### src/rtl/vram_arbiter.sv
// Sequencer for the single-port video SRAM. Scanout fetch has strict priority
// over MCU writes, which have priority over refreshing the cached MCU read-back byte.
module vram_arbiter #(
  parameter int ADDR_WIDTH         = 17,
  parameter int DATA_WIDTH         = 8,
  parameter int READ_WAIT_STATES   = 1,
  parameter int WRITE_PULSE_CYCLES = 2
) (
  input  logic                  clock,
  input  logic                  resetN,
  input  logic                  videoReadRequest,
  input  logic [ADDR_WIDTH-1:0] videoReadAddress,
  output logic [DATA_WIDTH-1:0] videoReadData,
  output logic                  videoReadValid,
  output logic                  videoOverrun,
  input  logic                  memoryWriteRequest,
  input  logic [ADDR_WIDTH-1:0] memoryWriteAddress,
  input  logic [DATA_WIDTH-1:0] memoryWriteData,
  output logic                  memoryWriteComplete,
  input  logic [ADDR_WIDTH-1:0] memoryReadAddress,
  output logic [DATA_WIDTH-1:0] memoryReadData,
  output logic [ADDR_WIDTH-1:0] sramAddress,
  output logic [DATA_WIDTH-1:0] sramDataOut,
  output logic                  sramDataOutEnable,
  input  logic [DATA_WIDTH-1:0] sramDataIn,
  output logic                  sramChipEnableN,
  output logic                  sramOutputEnableN,
  output logic                  sramWriteEnableN
);

  // Handshakes: videoReadRequest is a one-cycle fire-and-forget pulse answered by
  // one videoReadValid pulse; memoryWriteRequest is a level held (with stable
  // address/data) until the memoryWriteComplete pulse, then dropped by the requester.
  typedef enum logic [2:0] {
    IDLE   = 3'd0,
    VREAD  = 3'd1,
    WSETUP = 3'd2,
    WPULSE = 3'd3,
    WHOLD  = 3'd4,
    RREAD  = 3'd5
  } state_t;

  localparam logic [1:0] READ_LAST  = READ_WAIT_STATES[1:0];
  localparam logic [1:0] PULSE_LAST = 2'(WRITE_PULSE_CYCLES - 1);

  state_t                  state;
  state_t                  nextState;
  logic [1:0]              phaseCount;
  logic                    pendingValid;
  logic [ADDR_WIDTH-1:0]   pendingAddress;
  logic [ADDR_WIDTH-1:0]   operationAddress;
  logic [DATA_WIDTH-1:0]   writeDataReg;
  logic [ADDR_WIDTH-1:0]   cacheAddress;
  logic                    staleFlag;
  logic                    cooldown;
  logic                    readStale;
  logic                    startVideo;
  logic                    startWrite;
  logic                    startRead;

  assign readStale  = staleFlag || (memoryReadAddress != cacheAddress);
  assign startVideo = (state == IDLE) && (nextState == VREAD);
  assign startWrite = (state == IDLE) && (nextState == WSETUP);
  assign startRead  = (state == IDLE) && (nextState == RREAD);

  always_comb begin
    nextState = state;
    case (state)
      IDLE: begin
        if (pendingValid)                           nextState = VREAD;
        else if (memoryWriteRequest && !cooldown)   nextState = WSETUP;
        else if (readStale)                         nextState = RREAD;
      end
      VREAD, RREAD: if (phaseCount == READ_LAST)    nextState = IDLE;
      WSETUP:                                       nextState = WPULSE;
      WPULSE: if (phaseCount == PULSE_LAST)         nextState = WHOLD;
      WHOLD:                                        nextState = IDLE;
      default:                                      nextState = IDLE;
    endcase
  end

  always_ff @(posedge clock) begin
    if (!resetN) begin
      state            <= IDLE;
      phaseCount       <= '0;
      pendingValid     <= 1'b0;
      pendingAddress   <= '0;
      operationAddress <= '0;
      writeDataReg     <= '0;
      cacheAddress     <= '0;
      staleFlag        <= 1'b1;
      cooldown         <= 1'b0;
      videoReadData    <= '0;
      videoReadValid   <= 1'b0;
      videoOverrun     <= 1'b0;
      memoryReadData   <= '0;
    end else begin
      state          <= nextState;
      cooldown       <= (state == WHOLD);
      videoReadValid <= 1'b0;
      videoOverrun   <= videoReadRequest && pendingValid;

      if (state == IDLE || nextState != state) phaseCount <= '0;
      else                                      phaseCount <= phaseCount + 2'd1;

      if (videoReadRequest) pendingAddress <= videoReadAddress;
      // A request landing on the edge that launches the fetch is merged into it.
      if (startVideo) begin
        operationAddress <= videoReadRequest ? videoReadAddress : pendingAddress;
        pendingValid     <= 1'b0;
      end else if (videoReadRequest) begin
        pendingValid <= 1'b1;
      end

      if (startWrite) begin
        operationAddress <= memoryWriteAddress;
        writeDataReg     <= memoryWriteData;
      end

      if (startRead) begin
        operationAddress <= memoryReadAddress;
        cacheAddress     <= memoryReadAddress;
        staleFlag        <= 1'b0;
      end

      if (state == WHOLD && operationAddress == cacheAddress) staleFlag <= 1'b1;

      if (state == VREAD && phaseCount == READ_LAST) begin
        videoReadData  <= sramDataIn;
        videoReadValid <= 1'b1;
      end
      if (state == RREAD && phaseCount == READ_LAST) memoryReadData <= sramDataIn;
    end
  end

  assign sramAddress         = operationAddress;
  assign sramDataOut         = writeDataReg;
  assign sramDataOutEnable   = (state == WSETUP) || (state == WPULSE) || (state == WHOLD);
  assign sramChipEnableN     = (state == IDLE);
  assign sramOutputEnableN   = !((state == VREAD) || (state == RREAD));
  assign sramWriteEnableN    = (state != WPULSE);
  assign memoryWriteComplete = (state == WHOLD);

endmodule

### config.mk
export PLATFORM = sky130hd
export DESIGN_NAME = vram_arbiter
export DESIGN_NICKNAME = d
export VERILOG_FILES = /design/src/rtl/vram_arbiter.sv
export SDC_FILE = /design/constraint.sdc
export NUM_CORES = 1
export LEC_CHECK = 0
export ABC_AREA = 1
export CORE_MARGIN = 2
export CORE_UTILIZATION = 24
export DETAILED_ROUTE_END_ITERATION = 10
export SLEW_MARGIN = 0
export SYNTH_ARGS = -nofsm -noshare
export SYNTH_HDL_FRONTEND = slang
export SYNTH_SLANG_ARGS = --single-unit
### constraint.sdc
create_clock -name clock -period 5.15 [get_ports clock]
set_input_delay 1.545 -clock clock [delete_from_list [all_inputs] [get_ports clock]]
set_output_delay 1.545 -clock clock [all_outputs]
set_load 0.01 [all_outputs]
# Word-level counts from Yosys, hierarchy flattened
# Index checks and enable logic that the tools add are counted.
# totals
ff_bits	85
out_inout_bits	48
word_cells	60
# classes
addsub	1
reduce_logical	21
n_bitwise	1
n_eq_ne	13
n_mux	11
# ops
operator	n
2-to-1 mux 17 bit	4
equality test 17 bit	1
!= test 17 bit	1
2-to-1 mux 3 bit	5
case mux 3 bit (4 select lines)	1
equality test 3 x 2 -> 1 bit, second input constant	3
equality test 3 bit, second input constant	3
logical AND 1 bit	8
OR reduction 2 bit	4
equality test 3 x 1 -> 1 bit, second input constant	2
logical OR 1 bit	5
zero test 3 bit	1
!= test 3 x 2 -> 1 bit, second input constant	1
!= test 3 bit	1
nonzero test 3 bit	1
adder 2 x 1 -> 2 bit, second input constant	1
equality test 2 x 1 -> 1 bit, second input constant	1
zero test 1 bit	2
2-to-1 mux 1 bit	1
inverter 1 bit	1

# Logic depth before layout (Yosys ltp)
# depth
ltp_word	11
depth_mapped	15
depth_no_buf	14

# Least setup slack after synthesis
# No wires, ideal clock.
# synth_timing
kind	input -> register
startpoint	input memoryReadAddress[13]
endpoint	register phaseCount[0]
path_slack_ns	2.355
setup_time_ns	0.112
t_required_ns	5.038
path_buffers	2
path_stages	14
t_arrival_ns	2.683
path_cell_list	inv_1 > nor2_1 > nor3_2 > nand2_1 > nor2_1 > nand3_1 > nand2_1 > nand2_1 > nand2_2 > buf_6 > buf_6 > nand2_1 > nand3_1 > nor2_1
# synth_between
elab_chain_cells	9
# synth_lines
element	line_no	source
from (decl)	20	input logic [ADDR_WIDTH-1:0] memoryReadAddress,
!= test 17 bit	61	assign readStale = staleFlag || (memoryReadAddress != cacheAddress);
logical OR 1 bit	61	
2-to-1 mux 3 bit	72	else if (readStale) nextState = RREAD;
2-to-1 mux 3 bit	71	else if (memoryWriteRequest && !cooldown) nextState = WSETUP;
2-to-1 mux 3 bit	70	if (pendingValid) nextState = VREAD;
case mux 3 bit (4 select lines)	68	case (state)
!= test 3 bit	103	if (state == IDLE || nextState != state) phaseCount <= '0;
logical OR 1 bit	103	
OR reduction 2 bit (no source line)	-	
to (signal assigned)	104	else phaseCount <= phaseCount + 2'd1;
to (decl)	48	logic [1:0] phaseCount;
# Every way passes these cells.
# A chain may end at the register's enable or synchronous reset.

# Worst setup path in the final report
# layout_timing
startpoint	input memoryReadAddress[13]
endpoint	register operationAddress[15], in the netlist sramAddress[15]
# layout_between
elab_chain_cells	10
# layout_lines
element	line_no	source
!= test 17 bit (*)	61	
logical OR 1 bit (*)	61	
2-to-1 mux 3 bit (*)	72	
2-to-1 mux 3 bit (*)	71	
2-to-1 mux 3 bit (*)	70	
case mux 3 bit (4 select lines) (*)	68	
equality test 3 x 2 -> 1 bit	63	assign startWrite = (state == IDLE) && (nextState == WSETUP);
logical AND 1 bit	63	
2-to-1 mux 17 bit	115	if (startWrite) begin
2-to-1 mux 17 bit	120	if (startRead) begin
to (signal assigned)	109	operationAddress <= videoReadRequest ? videoReadAddress : pendingAddress;
to (signal assigned)	116	operationAddress <= memoryWriteAddress;
to (signal assigned)	121	operationAddress <= memoryReadAddress;
to (decl)	51	logic [ADDR_WIDTH-1:0] operationAddress;
# Mark *: on every way between the ends. The rest lies on a longest branch, timed or not.

==> impl_metrics.json <==
{
  "status": "finished clean",
  "yosys.area_share.simple": 0.3455,
  "fmax_ghz": 0.2751,
  "synth.avg_cell_area_um2": 6.870,
  "relSlewSlack": 0.3152,
  "p_int_mw": 1.672,
  "drc_errors": 0,
  "antennaDiodeCount": 0,
  "worst_pin_slew_ns": 1.024,
  "num_io_pins": 119,
  "grt_max_degree": 44,
  "antenna_left": 0,
  "core_mm2": 0.01647,
  "pwr-share-seq": 0.341,
  "postCtsResizedCells": 0,
  "max-vdd-ir-drop_v": 0.0002060,
  "grt_pass1_wl_mm": 19.20,
  "synthFlopType": "dfxtp_1",
  "finalMaxSlewViolations": 0,
  "synth.most_common_cell": "nor2_1",
  "yosysTopAreaCell": "dfxtp_1",
  "die_area_mm2": 0.01774,
  "syn_inst": 583,
  "grt_overflow": 0,
  "num_vias": 3764,
  "drt_iter0_markers": 252,
  "hp-class": "reg2reg",
  "numClockSinks": 85,
  "switching_share": 0.3426,
  "rsz0062_at_grt": "no",
  "power_density_mw_per_mm2": 446.1,
  "ys_warn_count": 0,
  "wl_mm": 12.26,
  "synth_cell_types": 29,
  "finalHoldViolCount": 0,
  "htreeDepth": 3,
  "muxShareOfSynthArea": 0.04249,
  "critPathLaunchType": "input pin",
  "synth-edff-count": 0,
  "cts_tree": "built",
  "synthTopCellsByCount": "nor2_1 (157), nand2_1 (147), dfxtp_1 (85), inv_1 (36), o21ai_0 (28)",
  "worstPathArrival_ns": 3.87,
  "p_leak_nw": 2.446,
  "grt_use_total": 0.1389,
  "post_cts_buffers": 0,
  "cts_buffers": 9,
  "num-fill-cells": 1774,
  "synth_top_area_share": 0.4249,
  "finClkSkew_ns": 0.01008,
  "async_flop_share": 0,
  "holdBufCountCts": 0,
  "pwr-share-clk": 0.297,
  "cts_root_buf": "clkbuf_16",
  "combPwrFrac": 0.362,
  "synth-xor-area-share": 0.03499,
  "area_growth_pct": 42.33,
  "synth_seq_cells": 85,
  "criticalPathCategory": "in2reg",
  "synth_nets": 655,
  "synth_top_family_by_area": "simple AND/OR/NAND/NOR gates",
  "synth.top_cells.by_area": "dfxtp_1 (42%), nor2_1 (15%), nand2_1 (14%), mux2i_1 (4.2%), o21ai_0 (3.5%)",
  "cts_buffer_depth": 2,
  "setup_violations": 0,
  "viasPerCell": 4.100,
  "tns_ns": 0,
  "layout-drive-gt1-share": 0.04298,
  "clk_pin_slew_ns": 0.06,
  "die_h_um": 133.2,
  "wire_per_inst_um": 13.35,
  "insertion_delay_ns": 0.34,
  "post-route-period-util": 0.7059,
  "worstPathRequired_ns": 5.38,
  "cp-end-kind": "flip-flop",
  "ys_seq_area_frac": 0.4249,
  "place.detailed.hpwl_mm": 9.154,
  "grt_pass1_vias": 3567,
  "die_x_um": 133.2,
  "syn-cell-area_mm2": 0.004005,
  "routabilityCongestion": 0.8072,
  "drtPass1Iterations": 4,
  "max_cap_violations": 0,
  "layout.nets": 765,
  "worst-path-max-fanout": 18,
  "synth_compound_area_frac": 0.07185,
  "finish.utilization": 0.3462,
  "switchingPower_mw": 0.8713,
  "port_buffers": 118,
  "synthAdderAreaFrac": 0.003124,
  "rows": 47,
  "min_period_ns": 3.635,
  "antenna_found_initial": 0,
  "start_util": 0.2432
}
through the flow:
stage	power [mW]	area, um^2	hold slack (ns)	instances	setup WS [ns]
after floorplan	1.446	4005	0.3983	583	2.355
after global placement	1.802	5351	0.4174	902	1.174
after detailed placement	1.803	5351	0.4217	902	1.177
after CTS	2.567	5700	0.4307	918	1.527
after global routing	2.721	5700	0.4403	918	1.212
final	2.543	5700	0.4243	918	1.515
placed cells by master, fill, tap and decap left out, types with 3 or more instances in the layout:
cell             Yosys  layout
bufinv_16            0       3
a21oi_1             24      24
mux2i_1             17      17
dfxtp_1             85      85
xor2_1               3       3
nor2_1             157     157
clkbuf_16            0       9
buf_4                4       6
inv_2                3       3
nand2_1            147     147
nand3_1             13      13
clkdlybuf4s50_1      0     118
nand4_1              5       5
nand3b_1            12      12
o21ai_0             28      28
inv_1               36      36
xnor2_1             13      13
per-layer routing:
| layer | up-vias | global-route usage | share of wire |
|---|---|---|---|
| met3 | 6 | 0.02930 | 0.039 |
| li1 | 2039 | - | - |
| met1 | 1646 | 0.1901 | 0.49 |
| met4 | 0 | 0.04433 | 0.010 |
| met2 | 73 | 0.2191 | 0.46 |
| met5 | - | 0 | 0 |
power groups by stage:
stage / logic (mW) / clock network [mW] / registers (mW)
after floorplan: 0.555 / 0 / 0.890
after detailed placement: 0.922 / 0 / 0.881
after CTS: 0.927 / 0.771 / 0.868
after global routing: 1.04 / 0.802 / 0.883
final: 0.920 / 0.756 / 0.868
after global placement: 0.919 / 0 / 0.883
cells by family after synthesis:
logic type / after synthesis
xor+xnor: 16
flops: 85
buf+inv: 66
mux: 17
fa+ha+maj: 1
compound gates: 56
simple gates: 342
path summary, 6_finish.rpt:
| path | startpoint | endpoint | slack, ns | cells past startpoint |
|---|---|---|---|---|
| worst max-delay path | memoryReadAddress[13] | sramAddress[15] | 1.51 | 14 |
| worst min-delay path | phaseCount[0] | phaseCount[0] | 0.42 | 1 |
| worst max register to register | cacheAddress[10] | sramAddress[15] | 2.85 | 14 |
| worst min register to register | phaseCount[0] | phaseCount[0] | 0.42 | 1 |
critical path, cell delays in order:
cell	delay, ns
clkdlybuf4s50_1	0.51
inv_1	0.07
nand2_1	0.07
o21ai_0	0.08
nand3b_1	0.16
nor2_1	0.17
nand3_1	0.10
nand2_1	0.29
buf_4	0.30
inv_2	0.18
nand2_1	0.15
nand2_1	0.08
nor2_1	0.11
nor2_1	0.04
sequential cells by signal, summed over array words and instances, names as in the netlist:
signal          flops
videoReadValid      1
sramDataOut         8
staleFlag           1
state               3
phaseCount          2
sramAddress        17
pendingValid        1
pendingAddress     17
memoryReadData      8
videoOverrun        1
cooldown            1
cacheAddress       17
videoReadData       8
area by class of cell:
class	count	area [um^2]	share of cell area
repair buffers	124	1226	0.2151
clock buffers	10	239.0	0.04192
multi-input cells	432	1994	0.3499
flip-flops and latches	85	1702	0.2985
well taps	220	275.3	0.04829
clock inverters	6	110.1	0.01932
inverters	41	153.9	0.02700
Note: power is estimated with default switching activity, not from simulation.
